<file path="config.mk">
export PLATFORM = sky130hd
export DESIGN_NAME = addr_fifo_sequencer
export DESIGN_NICKNAME = d
export VERILOG_FILES = /design/src/rtl/addr_fifo_sequencer.sv
export SDC_FILE = /design/constraint.sdc
export NUM_CORES = 1
export LEC_CHECK = 0
export ABC_CLOCK_PERIOD_IN_PS = 2100
export CAP_MARGIN = 25
export CORE_UTILIZATION = 40
export DETAILED_ROUTE_END_ITERATION = 6
export PLACE_DENSITY = 0.71
export SETUP_SLACK_MARGIN = 0.2
export SLEW_MARGIN = 0
export SYNTH_ARGS = -nofsm -noshare
export SYNTH_HDL_FRONTEND = slang
export SYNTH_SLANG_ARGS = --single-unit
</file>
<file path="constraint.sdc">
create_clock -name clk -period 2.1 [get_ports clk]
set_clock_uncertainty 0.1 [all_clocks]
set_input_delay 0.315 -clock clk [delete_from_list [all_inputs] [get_ports clk]]
set_output_delay 0.315 -clock clk [all_outputs]
set_load 0.05 [all_outputs]
</file>
<file path="src/rtl/addr_fifo_sequencer.sv">
// Pops host-written addresses from the driver FIFO and issues them, optionally expanded into bursts, on a valid/ready port.
// Latency: first req_valid 2 cycles after the pop strobe; one LOAD bubble between FIFO words, 1 address/cycle inside a burst.
// Backpressure: req_valid/req_addr hold until req_ready; no FIFO pop is issued while a request is pending.
module addr_fifo_sequencer #(
    parameter int ADDR_STEP = 4,
    parameter int CNT_W     = 16
) (
    input  logic             clk,
    input  logic             reset,
    input  logic             active_program,
    input  logic             program_start,
    input  logic             abort_program,
    input  logic             freeze_addr_fifo,
    input  logic             send_consec_addr,
    input  logic [7:0]       consec_count,
    input  logic [31:0]      addr_fifo_dout,
    input  logic             addr_fifo_empty,
    output logic             addr_fifo_rd,
    output logic             req_valid,
    output logic [31:0]      req_addr,
    input  logic             req_ready,
    output logic             busy,
    output logic [31:0]      issued_cnt,
    output logic [CNT_W-1:0] starve_cnt
);

    typedef enum logic [1:0] {IDLE, LOAD, ISSUE} state_t;

    localparam logic [31:0] STEP = 32'(ADDR_STEP);

    state_t     state;
    logic [7:0] burst_left;
    logic       start_q;
    logic       can_pop;
    logic       accept;
    logic       last_accept;
    logic       stat_clr;
    logic       starve_qual;

    assign can_pop     = active_program && !freeze_addr_fifo && !addr_fifo_empty && !abort_program;
    assign accept      = req_valid && req_ready;
    assign last_accept = (state == ISSUE) && accept && (burst_left == 8'd0);

    // The pop strobe must coincide with the state that decides to pop, so FIFO data lands exactly in LOAD.
    assign addr_fifo_rd = reset && can_pop && ((state == IDLE) || last_accept);

    always_ff @(posedge clk) begin
        if (!reset) begin
            state      <= IDLE;
            burst_left <= 8'd0;
            req_valid  <= 1'b0;
            req_addr   <= 32'd0;
            busy       <= 1'b0;
        end else if (abort_program) begin
            state      <= IDLE;
            burst_left <= 8'd0;
            req_valid  <= 1'b0;
            busy       <= 1'b0;
        end else begin
            case (state)
                IDLE: begin
                    if (can_pop) begin
                        state <= LOAD;
                        busy  <= 1'b1;
                    end
                end
                LOAD: begin
                    req_addr   <= addr_fifo_dout;
                    burst_left <= send_consec_addr ? consec_count : 8'd0;
                    req_valid  <= 1'b1;
                    state      <= ISSUE;
                end
                ISSUE: begin
                    if (accept) begin
                        if (burst_left != 8'd0) begin
                            req_addr   <= req_addr + STEP;
                            burst_left <= burst_left - 8'd1;
                        end else if (can_pop) begin
                            req_valid <= 1'b0;
                            state     <= LOAD;
                        end else begin
                            req_valid <= 1'b0;
                            busy      <= 1'b0;
                            state     <= IDLE;
                        end
                    end
                end
                default: begin
                    state     <= IDLE;
                    req_valid <= 1'b0;
                    busy      <= 1'b0;
                end
            endcase
        end
    end

    assign stat_clr    = program_start && !start_q;
    assign starve_qual = active_program && (state == IDLE) && addr_fifo_empty;

    always_ff @(posedge clk) begin
        if (!reset) begin
            start_q    <= 1'b0;
            issued_cnt <= 32'd0;
            starve_cnt <= '0;
        end else begin
            start_q <= program_start;
            if (stat_clr) begin
                issued_cnt <= 32'd0;
                starve_cnt <= '0;
            end else begin
                if (accept)
                    issued_cnt <= issued_cnt + 32'd1;
                if (starve_qual && (starve_cnt != {CNT_W{1'b1}}))
                    starve_cnt <= starve_cnt + {{(CNT_W-1){1'b0}}, 1'b1};
            end
        end
    end

endmodule
</file>
[Word-level counts from Yosys, hierarchy flattened]
Cells that the tools add are included.
Storage, ports and cells
  logic and storage cells: 72
  register bits after elaboration: 93
Cells by class
  mux-type cells: 20
  bitwise operators: 4
  equal/unequal tests: 8
  reductions and logical operators: 28
  add/sub/neg operators: 4
Operator list (count)
  $mux W32: 2
  $pmux W32 S2: 1
  $add A32 B1 Y32 const B: 1
  $add A32 B3 Y32 const B: 1
  $mux W8: 3
  $add A16 B1 Y16 const B: 1
  $ne A16 B16 Y1 const B: 1
  $pmux W8 S2: 1
  $logic_and A1 B1 Y1: 12
  $reduce_and A3 Y1: 3
  $logic_not A8 Y1: 1
  $ne A2 B2 Y1 const B: 4
  $reduce_bool A8 Y1: 1
  $sub A8 B1 Y8 const B: 1
  $mux W1: 7
  $mux W2: 3
  $pmux W1 S3: 2
  $pmux W2 S3: 1
  $reduce_and A5 Y1: 1
  $logic_not A1 Y1: 4
  $not A1 Y1: 4
  $reduce_and A4 Y1: 1
  $reduce_or A2 Y1: 2
  $eq A2 B1 Y1 const B: 1
  other kinds (5): 5

[Logic depth before layout (Yosys ltp)]
Gate-level depths: netlist (run 1).
  depth in word-level cells: 8
  depth in mapped cells: 9
  depth with buffers taken out: 7

[Worst setup path after synthesis (run 1)]
No wires, ideal clock.
  path type: register to output
  start: reg burst_left[0]
  end: out addr_fifo_rd
  arrival: 2.074 ns
  setup slack: -0.389 ns
  data required time: 1.685 ns
  cell stages (with the launch flop): 7
  buffers on the path: 0
  path through: dfxtp_1 inv_1 ha_1 nor3b_1 and2_1 nand3_1 a21oi_1
On the way
  word-level cells in the longest chain between the ends: 4
Ends and longest elaborated chain
  from (decl): RTL line 32  | logic [7:0] burst_left;
  from (signal assigned): RTL line 69  | burst_left <= send_consec_addr ? consec_count : 8'd0;
  from (signal assigned): RTL line 77  | burst_left <= burst_left - 8'd1;
  $logic_not A8 Y1: RTL line 42  | assign last_accept = (state == ISSUE) && accept && (burst_left == 8'd0);
  $logic_and A1 B1 Y1: RTL line 42
  $logic_or A1 B1 Y1: RTL line 45  | assign addr_fifo_rd = reset && can_pop && ((state == IDLE) || last_accept);
  $logic_and A1 B1 Y1: RTL line 45
  to (decl): RTL line 18  | output logic addr_fifo_rd,
No other way between the ends.

[Worst setup path after layout (run 1)]
  start: reg burst_left[1]
  end: out addr_fifo_rd
The elaborated chain is that of the path after synthesis.

==> results list, run 1 <==
- Kind of start point of the critical path: flop
- Clock network latency to the later pin of the worst-skew pair: 0.34 ns
* Min cycle time layout: 2.095 ns
- For the pin with the worst max-slew slack, the measured transition is 0.6035 ns.
- In the global route stage, overall resource usage came out at 24.11%.
- From left edge to right edge, the die measures 114.6 um.
- Along the worst path, the maximum fanout reaches 3.
- Detailed router's first-iteration violation count: 326
* Setup violators final: 0
- CTS Hold Bufs: 0
- During synthesis, Yosys emitted a total of 0 warnings.
* Clock tree root buffer cell: sky130_fd_sc_hd__clkbuf_16
- CTS saw 93 sinks.
- Detailed-router iteration count before antenna repair: 6
- #FFs+latches synth: 93
* Asr flop ratio synth: 0%
- Setup repair after global routing could not meet its margin everywhere.
- Data on the critical path arrives at its endpoint at 1.68 ns.
* Most used DFF post-synth: sky130_fd_sc_hd__dfxtp_1
- Number of distinct standard cells referenced by the synthesized netlist: 67
- Share of final-layout standard cells stronger than drive strength 1: 26.10%
- The number of nets handed over by synthesis was 685.
* Aggregate routed wire length: 15.99 mm
* Pin count of the biggest net entering global routing: 70
* Number of flops mapped to enable cells by yosys: 0
- TritonCTS clock tree: built
- Relative slew slack: 59.55%
- Number of standard-cell rows in the floorplan: 40
- Required time of the worst setup path: 1.68 ns
- The count of endpoints failing hold in the final timing report was 0.
- Most frequent standard cell in the layout excluding fill and tap cells: sky130_fd_sc_hd__nor2_1
- Power after layout: 3870 uW
- Via count: 5517
- Share of the yosys chip area belonging to registers: 36.71%
- The core region is 0.01216 mm^2.
* Detailed placer's ending HPWL: 11.00 mm
- In this run the cell area of the synthesized design comes to 0.005071 mm^2.
- In this run the count of I/O pins placed on the die edge is 132.
* Number of H-tree levels: 3
- In this run, placement finished with an instance count of 933.
* Maximum buffer depth of the clock tree: 2
* TritonCTS Buffers: 9
* Die Ht: 114.6 um
- Multi-input gate area: 0.003368 mm^2
- The initial antenna violation count is 0.
* Number of vias per cell: 5.717
- Relative to the synthesized area, the layout overhead comes to 51.07%.
- A synthesized cell averages 8.037 um^2.
- Net count reported at finish: 846
- Non-filler instance count after layout: 965
- The flow ran to the end, and the final reports show no timing, DRC or antenna violations.
- Crit end category: primary output
* Initial standard-cell utilization of the core: 41.70%
- In this run the tool buffered the top-level ports with 131 buffer cells.
- Routed Antenna Nets: 0
* Die Area: 0.01313 mm^2
* Wire length of the first global-routing pass: 25.49 mm
* Clock-pin slew of the registers on the worst-case setup and hold paths: 0.06 ns
- Count of antenna diodes in the layout: 0
- Dividing total power by cell area gives a power density of 505.1 mW/mm^2.
- In the finished design, the share of the clock period the worst path needs comes to 99.77%.
- Placer's final routability congestion estimate: 0.8519
* Leakage component of the power: 0.003189 uW
- FF/Latch Area: 0.001967 mm^2
- Measured on the finished design, the core utilization comes to 62.99%.
- Most frequent cells in the layout: sky130_fd_sc_hd__nor2_1, sky130_fd_sc_hd__dlygate4sd2_1, sky130_fd_sc_hd__dfxtp_2, sky130_fd_sc_hd__clkdlybuf4s50_1, sky130_fd_sc_hd__nand2_1
- Slew Limit Fails: 0
* Routed length per placed instance: 16.57 um
- Counting every instance in the synthesized netlist gives 631.
* Post-route DRC violation count: 0
* Critical setup path kind: reg -> out
* Number of global-route vias before repair: 5299
- Maximum vdd drop: 0.4103 mV
- After global routing the overflow that remains totals 0.
- Max capacitance violation total: 0
* Timing-limited maximum frequency: 477.3 MHz
- Type of the tightest min-delay check: reg -> reg
- Number of filler cells placed in the layout: 1067
[cells in the mapped netlist, types with 4 or more instances]
cell / number / share of area (%)
sky130_fd_sc_hd__nand4_1: 31 / 3.8
sky130_fd_sc_hd__and2_1: 7 / 0.86
sky130_fd_sc_hd__ha_1: 5 / 1.2
sky130_fd_sc_hd__buf_2: 11 / 1.1
sky130_fd_sc_hd__a21o_1: 5 / 0.74
sky130_fd_sc_hd__o221a_2: 7 / 1.6
sky130_fd_sc_hd__clkbuf_1: 15 / 1.1
sky130_fd_sc_hd__a21boi_0: 4 / 0.59
sky130_fd_sc_hd__a31oi_1: 7 / 0.86
sky130_fd_sc_hd__a22o_1: 4 / 0.69
sky130_fd_sc_hd__nor2b_1: 6 / 0.74
sky130_fd_sc_hd__nand2b_1: 6 / 0.74
sky130_fd_sc_hd__nand2_1: 46 / 3.4
sky130_fd_sc_hd__xor2_1: 26 / 4.5
sky130_fd_sc_hd__nand3_1: 37 / 3.7
sky130_fd_sc_hd__inv_1: 11 / 0.81
sky130_fd_sc_hd__nor3_1: 14 / 1.4
sky130_fd_sc_hd__xnor2_1: 17 / 2.9
sky130_fd_sc_hd__nor4_1: 5 / 0.62
sky130_fd_sc_hd__a21oi_1: 47 / 4.6
sky130_fd_sc_hd__o22ai_1: 4 / 0.49
sky130_fd_sc_hd__and4_1: 11 / 1.9
sky130_fd_sc_hd__and3_1: 15 / 1.9
sky130_fd_sc_hd__nor2_1: 97 / 7.2
sky130_fd_sc_hd__dfxtp_1: 93 / 37
sky130_fd_sc_hd__o31a_1: 4 / 0.69
sky130_fd_sc_hd__a211oi_1: 5 / 0.74
sky130_fd_sc_hd__buf_1: 4 / 0.30
sky130_fd_sc_hd__o21ai_0: 25 / 2.5
[cell families (layout without fill, tap and decap cells)]
kind of cell             count (synthesis)  after routing  share of synthesized area [%]
adder cells (fa/ha/maj)                  5              5                          1.234
AND/OR/NAND/NOR                        302            303                          31.61
multiplexers                             1              1                         0.1974
buffers and inverters                   46            211                          4.194
AO/OA/AOI/OAI                          141            141                          18.63
flip-flops                              93             93                          36.71
XOR/XNOR                                43             43                          7.427
[report_power, final]
part | leakage, uW | internal (uW) | switching, uW
combinational | 0.00225 | 161 | 155
clock | 0.000156 | 1050 | 726
sequential | 0.000785 | 1760 | 16.7
total | 0.00319 | 2970 | 899
[per-stage QoR]
stage	area, um^2	TNS [ns]	hold WS, ns	setup WS [ns]
finish	7661	0	0.3865	0.004783
CTS	7413	-0.01093	0.3836	-0.009489
global placement	6945	-1.832	0.3731	-0.1275
floorplan	5243	0	0.3423	0.1801
global route	7661	-0.2849	0.4081	-0.06614
detailed placement	6945	-3.062	0.3779	-0.1325
[critical path, cell delays in order, from the launching register on]
cell and delay [ns]:
sky130_fd_sc_hd__dfxtp_2 0.32, sky130_fd_sc_hd__inv_2 0.09, sky130_fd_sc_hd__ha_4 0.14, sky130_fd_sc_hd__nor3b_4 0.18
sky130_fd_sc_hd__and2_4 0.19, sky130_fd_sc_hd__nand3_4 0.09, sky130_fd_sc_hd__a21oi_4 0.17, sky130_fd_sc_hd__buf_12 0.15
[sequential cells by signal, summed over array words and instances, names as in the netlist]
name	count
req_addr	32
issued_cnt	32
busy	1
state	2
start_q	1
burst_left	8
req_valid	1
starve_cnt	16
[final cells by class]
class,instances,area share (%)
sequential,93,25.67
multi-input combinational,493,43.97
inverter,11,0.5390
timing repair buffer,184,22.85
tap,168,2.744
clock inverter,7,1.290
clock buffer,9,2.940
[what timing repair did]
action / CTS / global route
gates resized for setup: 127 / 43
endpoints found under the hold margin: 0 / 0
gates cloned: 2 / 1
pin swaps: 28 / 18
setup endpoints to repair: 113 / 42
setup buffers: 7 / 6
[final timing paths]
kind                            slack (ns)           end  cells past startpoint          start
worst max-delay path                 0.005  addr_fifo_rd                      7  burst_left[1]
worst min-delay path                  0.39   req_addr[0]                      2    req_addr[0]
worst max register to register        0.04   req_addr[4]                     10  burst_left[1]
worst min register to register        0.39   req_addr[0]                      2    req_addr[0]
[metal layers]
metal | share of wire (%) | track usage [%] | vias to the layer above | wire length, um
li1 | - | - | 2631 | -
met1 | 43 | 30.49 | 2659 | 6872
met2 | 49 | 41.82 | 203 | 7882
met3 | 6.3 | 4.500 | 24 | 1009
met4 | 1.4 | 6.667 | 0 | 229
met5 | 0 | 0 | - | 0
Power figures use the tool's default switching activity.
==> run 2, diff against run 1 <==
--- a/config.mk
+++ b/config.mk
@@ -9,7 +9,8 @@
 export CAP_MARGIN = 25
 export CORE_UTILIZATION = 40
 export DETAILED_ROUTE_END_ITERATION = 6
-export PLACE_DENSITY = 0.71
+export DONT_BUFFER_PORTS = 1
+export PLACE_DENSITY = 0.57
 export SETUP_SLACK_MARGIN = 0.2
 export SLEW_MARGIN = 0
 export SYNTH_ARGS = -nofsm -noshare
==> run 2 against run 1 <==
Effect of this change:
- total power is 8.5% lower
- routed wire length down 5.5%
- highest routed layer unchanged
- largest power group unchanged
- clock-buffer cell count is the same
==> results list, run 2 (same netlist as run 1, synthesis figures left out) <==
- The final HPWL from detailed placement was 10.46 mm (was 11.00 mm).
- The number of endpoints failing setup at the final stage came to 0 (unchanged).
- Top Ports: 132 (unchanged)
- The count of endpoints failing hold in the final timing report was 0 (unchanged).
- Horizontal die dimension: 114.6 um (unchanged)
- Crit end category: flop (was primary output)
- Clock-pin slew of the registers on the worst-case setup and hold paths: 0.07 ns (was 0.06 ns)
* Total power density per cell area: 524.4 mW/mm^2 (was 505.1 mW/mm^2)
* Data arrival time of the worst path: 2.21 ns (was 1.68 ns)
* Multi-input gate area: 0.003239 mm^2 (was 0.003368 mm^2)
- Clock network latency to the later pin of the worst-skew pair: 0.35 ns (was 0.34 ns)
- The average via count per standard cell is 5.615 (was 5.717).
- Routed length per placed instance: 16.73 um (was 16.57 um)
* CTS Hold Bufs: 3 (was 0)
- Post-route standard cell area excluding fillers: 0.006749 mm^2 (was 0.007661 mm^2)
- The worst max-slew margin expressed relative to the limit is 58.06% (was 59.55%).
* Leakage component of the power: 0.002607 uW (was 0.003189 uW)
- Number of filler cells placed in the layout: 1140 (was 1067)
* Die Ht: 114.6 um (unchanged)
* Min cycle time layout: 2.060 ns (was 2.095 ns)
* Initial standard-cell utilization of the core: 41.70% (unchanged)
- The kind of critical path is reg -> reg (was reg -> out).
* Outcome: finished, final reports clean (unchanged)
- The initial antenna violation count is 0 (unchanged).
- Top flop regs: issued_cnt (32), req_addr (32), starve_cnt (16) (unchanged).
* TritonCTS Buffers: 9 (unchanged)
- The floorplan die area came to 0.01313 mm^2 (unchanged).
- Detailed-router iteration count before antenna repair: 5 (was 6)
- Required time of the worst setup path: 2.25 ns (was 1.68 ns)
- Worst hold slack after final layout: 0.008515 ns (was 0.3865 ns)
- The maximum number of pins on one net before global-route repair is 68 (was 70).
* TritonCTS sink count: 93 (unchanged)
* Placer's final routability congestion estimate: 0.8411 (was 0.8519)
- The buffer type at the clock tree root is sky130_fd_sc_hd__clkbuf_16 (unchanged).
- Total core area: 0.01216 mm^2 (unchanged)
- The count of vias placed by the detailed router is 5070 (was 5517).
- Number of H-tree levels: 3 (unchanged)
* Number of global-route vias before repair: 4716 (was 5299)
- The total negative slack came to 0 ns (unchanged).
* Share of final-layout standard cells stronger than drive strength 1: 35.24% (was 26.10%)
- The wire length of the first global-routing pass is 23.80 mm (was 25.49 mm).
* Setup slack after placement: 0.06388 ns (was -0.1325 ns)
* Timing-limited maximum frequency: 485.5 MHz (was 477.3 MHz)
- The final period utilization came to 98.08% (was 99.77%).
- Switching power share of the total: 25.11% (was 23.22%)
- The minimum setup slack in the final design is 0.04022 ns (was 0.004783 ns).
* CP peak stage delay: 0.39 ns (was 0.32 ns)
- Proportion of power drawn by combinational gates: 5.4% (was 8.2%)
- Detailed router's first-iteration violation count: 396 (was 326)
- Number of standard-cell rows in the floorplan: 40 (unchanged)
- The number of I/O port buffers is 0 (was 131).
* Maximum fanout encountered on the critical timing path: 3 (unchanged)
* Routed Antenna Nets: 0 (unchanged)
* Highest-delay cell along the critical path: sky130_fd_sc_hd__a2111oi_4 (was sky130_fd_sc_hd__dfxtp_2)
* Setup repair after global routing missed its margin: true (unchanged)
- The number of maximum-capacitance violations came to 0 (unchanged).
- The switching power is 888.7 uW (was 898.6 uW).
* Type of the tightest min-delay check: in -> reg (was reg -> reg)
* Maximum buffer depth of the clock tree: 2 (unchanged)
- The total inserted antenna cells is 0 (unchanged).
- The sequential cell area was 0.001967 mm^2 (unchanged).
* Most frequent cells in the layout: sky130_fd_sc_hd__buf_4, sky130_fd_sc_hd__nor2_1, sky130_fd_sc_hd__dfxtp_2, sky130_fd_sc_hd__nand2_1, sky130_fd_sc_hd__a21oi_1 (was sky130_fd_sc_hd__nor2_1, sky130_fd_sc_hd__dlygate4sd2_1, sky130_fd_sc_hd__dfxtp_2, sky130_fd_sc_hd__clkdlybuf4s50_1, sky130_fd_sc_hd__nand2_1)
- Kind of start point of the critical path: flop (unchanged)
- Internal power: 2650 uW (was 2971 uW)
- The post-layout total power came to 3539 uW (was 3870 uW).
- Cell chain of the critical path: inv_2 > ha_4 > nor3b_4 > buf_4 > a2111oi_4 > or2_4 > buf_6 > o211ai_1 > a211oi_1 (was inv_2 > ha_4 > nor3b_4 > and2_4 > nand3_4 > a21oi_4 > buf_12)
- The sequential fraction of design power is 50.2% (was 45.9%).
- Leftover overflow at the end of global routing: 0 (unchanged)
- The final net count is 784 (was 846).
- Slew Limit Fails: 0 (unchanged)
* Cell area after placement: 0.006107 mm^2 (was 0.006945 mm^2)
* Aggregate routed wire length: 15.11 mm (was 15.99 mm)
- The commonest non-fill, non-tap cell in the layout is sky130_fd_sc_hd__buf_4 (was sky130_fd_sc_hd__nor2_1).
- The DRC violation count after routing was 0 (unchanged).
- Slew at the pin with the worst max-slew slack: 0.6283 ns (was 0.6035 ns)
- The CTS tree was built (unchanged).
* Maximum vdd drop: 0.3020 mV (was 0.4103 mV)
- The aggregate global-route resource usage was 23.07% (was 24.11%).
* Proportion of power drawn by the clock network: 44.5% (was 45.9%)
* Synthesis-to-finish area growth: 33.09% (was 51.07%)
[run 2: cell count changes in the layout (fill, tap and decap cells not counted), sizes merged]
cell / before / now
dlygate4sd2: 84 / 0
buf: 54 / 120
clkdlybuf4s50: 45 / 0
dlygate4sd3: 0 / 3
inv: 12 / 15
bufinv: 2 / 0
and4bb: 3 / 2
clkinv: 3 / 2
dlymetal6s2s: 1 / 0
[run 2: worst max-delay path: cells and delay by family, from the launching register on]
kind / cells / cell delay, ns
buffers and inverters: 3 / 0.30
AOI/OAI and AO/OA: 3 / 0.73
DFF: 1 / 0.34
and+or+nand+nor: 2 / 0.35
adders and majority gates: 1 / 0.15
[run 2: area by class of cell]
| class | instances | area share [%] |
|---|---|---|
| inverter | 11 | 0.6118 |
| tap | 168 | 3.115 |
| clock inverter | 7 | 0.7972 |
| clock buffer | 9 | 3.337 |
| multi-input combinational | 492 | 48.00 |
| sequential | 93 | 29.14 |
| timing repair buffer | 123 | 15.00 |
[run 2: final timing paths]
path | to | start | slack, ns | cells after the start
setup / recovery | req_addr[26] | burst_left[1] | 0.04 | 9
hold reg to reg | issued_cnt[1] | issued_cnt[1] | 0.39 | 2
hold / removal | req_addr[22] | reset | 0.009 | 2
setup reg to reg | req_addr[26] | burst_left[1] | 0.04 | 9
[run 2: power groups by stage]
stage	clock (uW)	sequential (uW)	combinational, uW
3_5_place_dp	0	1820	163
6_report	1570	1780	190
3_3_place_gp	0	1820	161
2_1_floorplan	0	1840	102
5_1_grt	1690	1780	206
4_1_cts	1610	1770	180
[run 2: timing repair]
item                       CTS  global route
setup buffers                7             8
pin swaps                   12            20
resized for setup           19            45
setup endpoints to repair   31            41
gates cloned                 1             0
hold endpoints to repair    10             2
[run 2: stage by stage]
step	util, %	instances
floorplan	-	631
global placement	50.22	868
detailed placement	50.22	868
CTS	53.82	895
global route	55.49	903
finish	55.49	903
[run 2: per-layer routing]
| layer | vias up | global-route usage, % | part of all wire, % |
|---|---|---|---|
| met1 | 2428 | 31.40 | 46 |
| met5 | - | 0 | 0 |
| li1 | 2490 | - | - |
| met4 | 0 | 7.532 | 1.3 |
| met3 | 17 | 5.823 | 7.1 |
| met2 | 135 | 35.56 | 45 |
==> run 3, diff against run 2 <==
--- a/config.mk
+++ b/config.mk
@@ -7,10 +7,12 @@
 export LEC_CHECK = 0
 export ABC_CLOCK_PERIOD_IN_PS = 2100
 export CAP_MARGIN = 25
+export CELL_PAD_IN_SITES_DETAIL_PLACEMENT = 0
+export CELL_PAD_IN_SITES_GLOBAL_PLACEMENT = 1
 export CORE_UTILIZATION = 40
 export DETAILED_ROUTE_END_ITERATION = 6
 export DONT_BUFFER_PORTS = 1
-export PLACE_DENSITY = 0.57
+export PLACE_DENSITY = 0.73
 export SETUP_SLACK_MARGIN = 0.2
 export SLEW_MARGIN = 0
 export SYNTH_ARGS = -nofsm -noshare
==> run 3 against run 2 <==
Effect of this change:
- register-to-register slack about the same
- clock-buffer cell count increased by 2
- die area unchanged
- via count decreased by 1.3%
- sequential share of layout area decreased by 0.28 points
==> results list, run 3 (same netlist as run 1, synthesis figures left out) <==
* Outcome: finished, final reports clean (unchanged)
* Total core area: 0.01216 mm^2 (unchanged)
- The count of buffer and inverter cells on the critical path is 2 (was 3).
- The number of iterations in the first detailed-routing pass was 4 (was 5).
- Number of antenna violations at the first check in global routing: 0 (unchanged)
* Via count: 5005 (was 5070)
- Wire length of the first global-routing pass: 24.02 mm (was 23.80 mm)
- Total count of hold-check failures in the final report: 0 (unchanged)
- The layout overhead on the synthesized area was 34.44% (was 33.09%).
* Slew Limit Fails: 0 (unchanged)
* Total power density per cell area: 546.0 mW/mm^2 (was 524.4 mW/mm^2)
* Type of the tightest min-delay check: in -> reg (unchanged)
- Routed length per placed instance: 17.03 um (was 16.73 um)
- The cell count after placement is 866 (was 868).
- Cell chain of the critical path: inv_2 > ha_4 > nor3b_4 > and2_4 > nand3_4 > a21oi_4 > buf_12 (was inv_2 > ha_4 > nor3b_4 > buf_4 > a2111oi_4 > or2_4 > buf_6 > o211ai_1 > a211oi_1).
* Required time of the worst setup path: 1.68 ns (was 2.25 ns)
- The core utilization of the finished layout was 56.06% (was 55.49%).
- The clock edge transition at the registers on the reported setup and hold paths was 0.07 ns (about the same).
- The CTS tree is built (unchanged).
* Die Area: 0.01313 mm^2 (unchanged)
- The horizontal extent of the die was 114.6 um (unchanged).
- The family with the most delay on the worst path is simple AND/OR/NAND/NOR gates (was compound AO/OA/AOI/OAI gates).
* Net count reported at finish: 777 (was 784)
* Pin count of the biggest net entering global routing: 39 (was 68)
* Die Ht: 114.6 um (unchanged)
* Final sum of negative setup slack: 0 ns (unchanged)
- The number of nets with antenna violations after routing was 0 (unchanged).
- Top flop regs: issued_cnt (32), req_addr (32), starve_cnt (16) (unchanged)
- Maximum buffer depth of the clock tree: 2 (unchanged)
- Detailed placer's ending HPWL: 10.71 mm (was 10.46 mm)
* Non-filler instance count after layout: 896 (was 903)
- Setup repair after global routing missed its margin: true (unchanged).
* Count of antenna diodes in the layout: 0 (unchanged)
* Post-route DRC violation count: 0 (unchanged)
- The number of maximum-capacitance violations is 0 (unchanged).
* Number of global-route vias before repair: 4791 (was 4716)
- CP peak stage delay: 0.33 ns (was 0.39 ns)
* Timing-limited maximum frequency: 481.3 MHz (was 485.5 MHz)
* Kind of start point of the critical path: flop (unchanged)
- The peak fanout along the critical path is 2 (was 3).
- The number of buffers added by the clock tree synthesis step came to 9 (unchanged).
- Placer's final routability congestion estimate: 0.8117 (was 0.8411)
* TritonCTS sink count: 93 (unchanged)
* Leftover overflow at the end of global routing: 0 (unchanged)
* Data arrival time of the worst path: 1.66 ns (was 2.21 ns)
- The violation count after the first detailed-route iteration came to 270 (was 396).
- Count of input and output buffers: 0 (unchanged)
* Slew at the pin with the worst max-slew slack: 0.6170 ns (was 0.6283 ns)
- Number of H-tree levels: 3 (unchanged)
- Leakage component of the power: 0.002644 uW (was 0.002607 uW)
* Relative slew slack: 58.81% (was 58.06%)
- The minimum setup slack in the final design came to 0.02218 ns (was 0.04022 ns).
- Highest-delay cell along the critical path: sky130_fd_sc_hd__dfxtp_2 (was sky130_fd_sc_hd__a2111oi_4)
- The highest ir drop seen on vdd is 0.4315 mV (was 0.3020 mV).
- Critical setup path kind: reg -> out (was reg -> reg)
- The commonest non-fill, non-tap cell in the layout is sky130_fd_sc_hd__buf_4 (unchanged).
- Most frequent cells in the layout: sky130_fd_sc_hd__buf_4, sky130_fd_sc_hd__nor2_1, sky130_fd_sc_hd__dfxtp_2, sky130_fd_sc_hd__nand2_1, sky130_fd_sc_hd__a21oi_1 (unchanged).
- Setup violators final: 0 (unchanged)
- Overall Global Routing Usage: 23.15% (was 23.07%)
* Number of standard-cell rows in the floorplan: 40 (unchanged)
- The I/O pin total is 132 (unchanged).
* Share of final-layout standard cells stronger than drive strength 1: 35.99% (was 35.24%)
- The element type at the critical path end is a primary output (was flop).
* Min cycle time layout: 2.078 ns (was 2.060 ns)
- Aggregate routed wire length: 15.26 mm (was 15.11 mm)
* Final worst path period share: 98.94% (was 98.08%)
- Initial standard-cell utilization of the core: 41.70% (unchanged)
- Clock tree root buffer cell: sky130_fd_sc_hd__clkbuf_16 (unchanged)
- The clock insertion delay at the later pin of the skew report is 0.35 ns (about the same).
- Number of vias per cell: 5.586 (was 5.615)
- The pre-CTS setup slack came to 0.01435 ns (was 0.06388 ns).
## run 3: per-stage QoR
stage / hold slack (ns) / area (um^2) / total power (uW)
6_report: 0.01583 / 6818 / 3722
5_1_grt: 0.005143 / 6818 / 3832
4_1_cts: 0.0005808 / 6671 / 3748
3_5_place_dp: 0.3443 / 6092 / 1982
3_3_place_gp: 0.3422 / 6092 / 1978
2_1_floorplan: 0.3423 / 5243 / 1940
## run 3: where the power goes
part	switching (uW)	internal, uW
registers	15.1	1760
logic	118	75.9
clock network	726	1030
total	859	2860
## run 3: worst reg2reg max path: cells and delay by family (launching register included)
family / cells / cell delay (ns)
DFF: 1 / 0.34
AOI/OAI and AO/OA: 3 / 0.66
buffers and inverters: 3 / 0.34
and+or+nand+nor: 2 / 0.37
adders and majority gates: 1 / 0.15
## run 3: metal layers
| metal | up-vias | global-route usage [%] | share of wire, % |
|---|---|---|---|
| met5 | - | 0 | 0 |
| met4 | 0 | 7.619 | 1.3 |
| met3 | 14 | 5.770 | 7.2 |
| met2 | 123 | 40.28 | 50 |
| met1 | 2392 | 27.81 | 42 |
| li1 | 2476 | - | - |
## run 3: cell type report
class / instances / area (um^2)
fill: 1153 / 5344
clock buffer: 11 / 264.0
timing repair buffer: 116 / 979.7
inverter: 11 / 41.29
clock inverter: 5 / 55.05
multi-input combinational: 492 / 3299
tap: 168 / 210.2
sequential: 93 / 1968
## run 3: final timing paths
| path | start | to | slack, ns | cells after the start |
|---|---|---|---|---|
| setup reg to reg | burst_left[0] | req_addr[26] | 0.05 | 9 |
| hold reg to reg | starve_cnt[6] | starve_cnt[6] | 0.41 | 2 |
| setup / recovery | burst_left[0] | addr_fifo_rd | 0.02 | 7 |
| hold / removal | addr_fifo_dout[1] | req_addr[1] | 0.02 | 2 |
## run 3: repair_timing
item / 4_1_cts / 5_1_grt
setup endpoints to repair: 38 / 41
hold buffers: 3 / 0
cloned: 1 / 0
hold endpoints to repair: 2 / 0
buffers inserted: 9 / 1
resized for setup: 38 / 37
pin swaps: 21 / 9
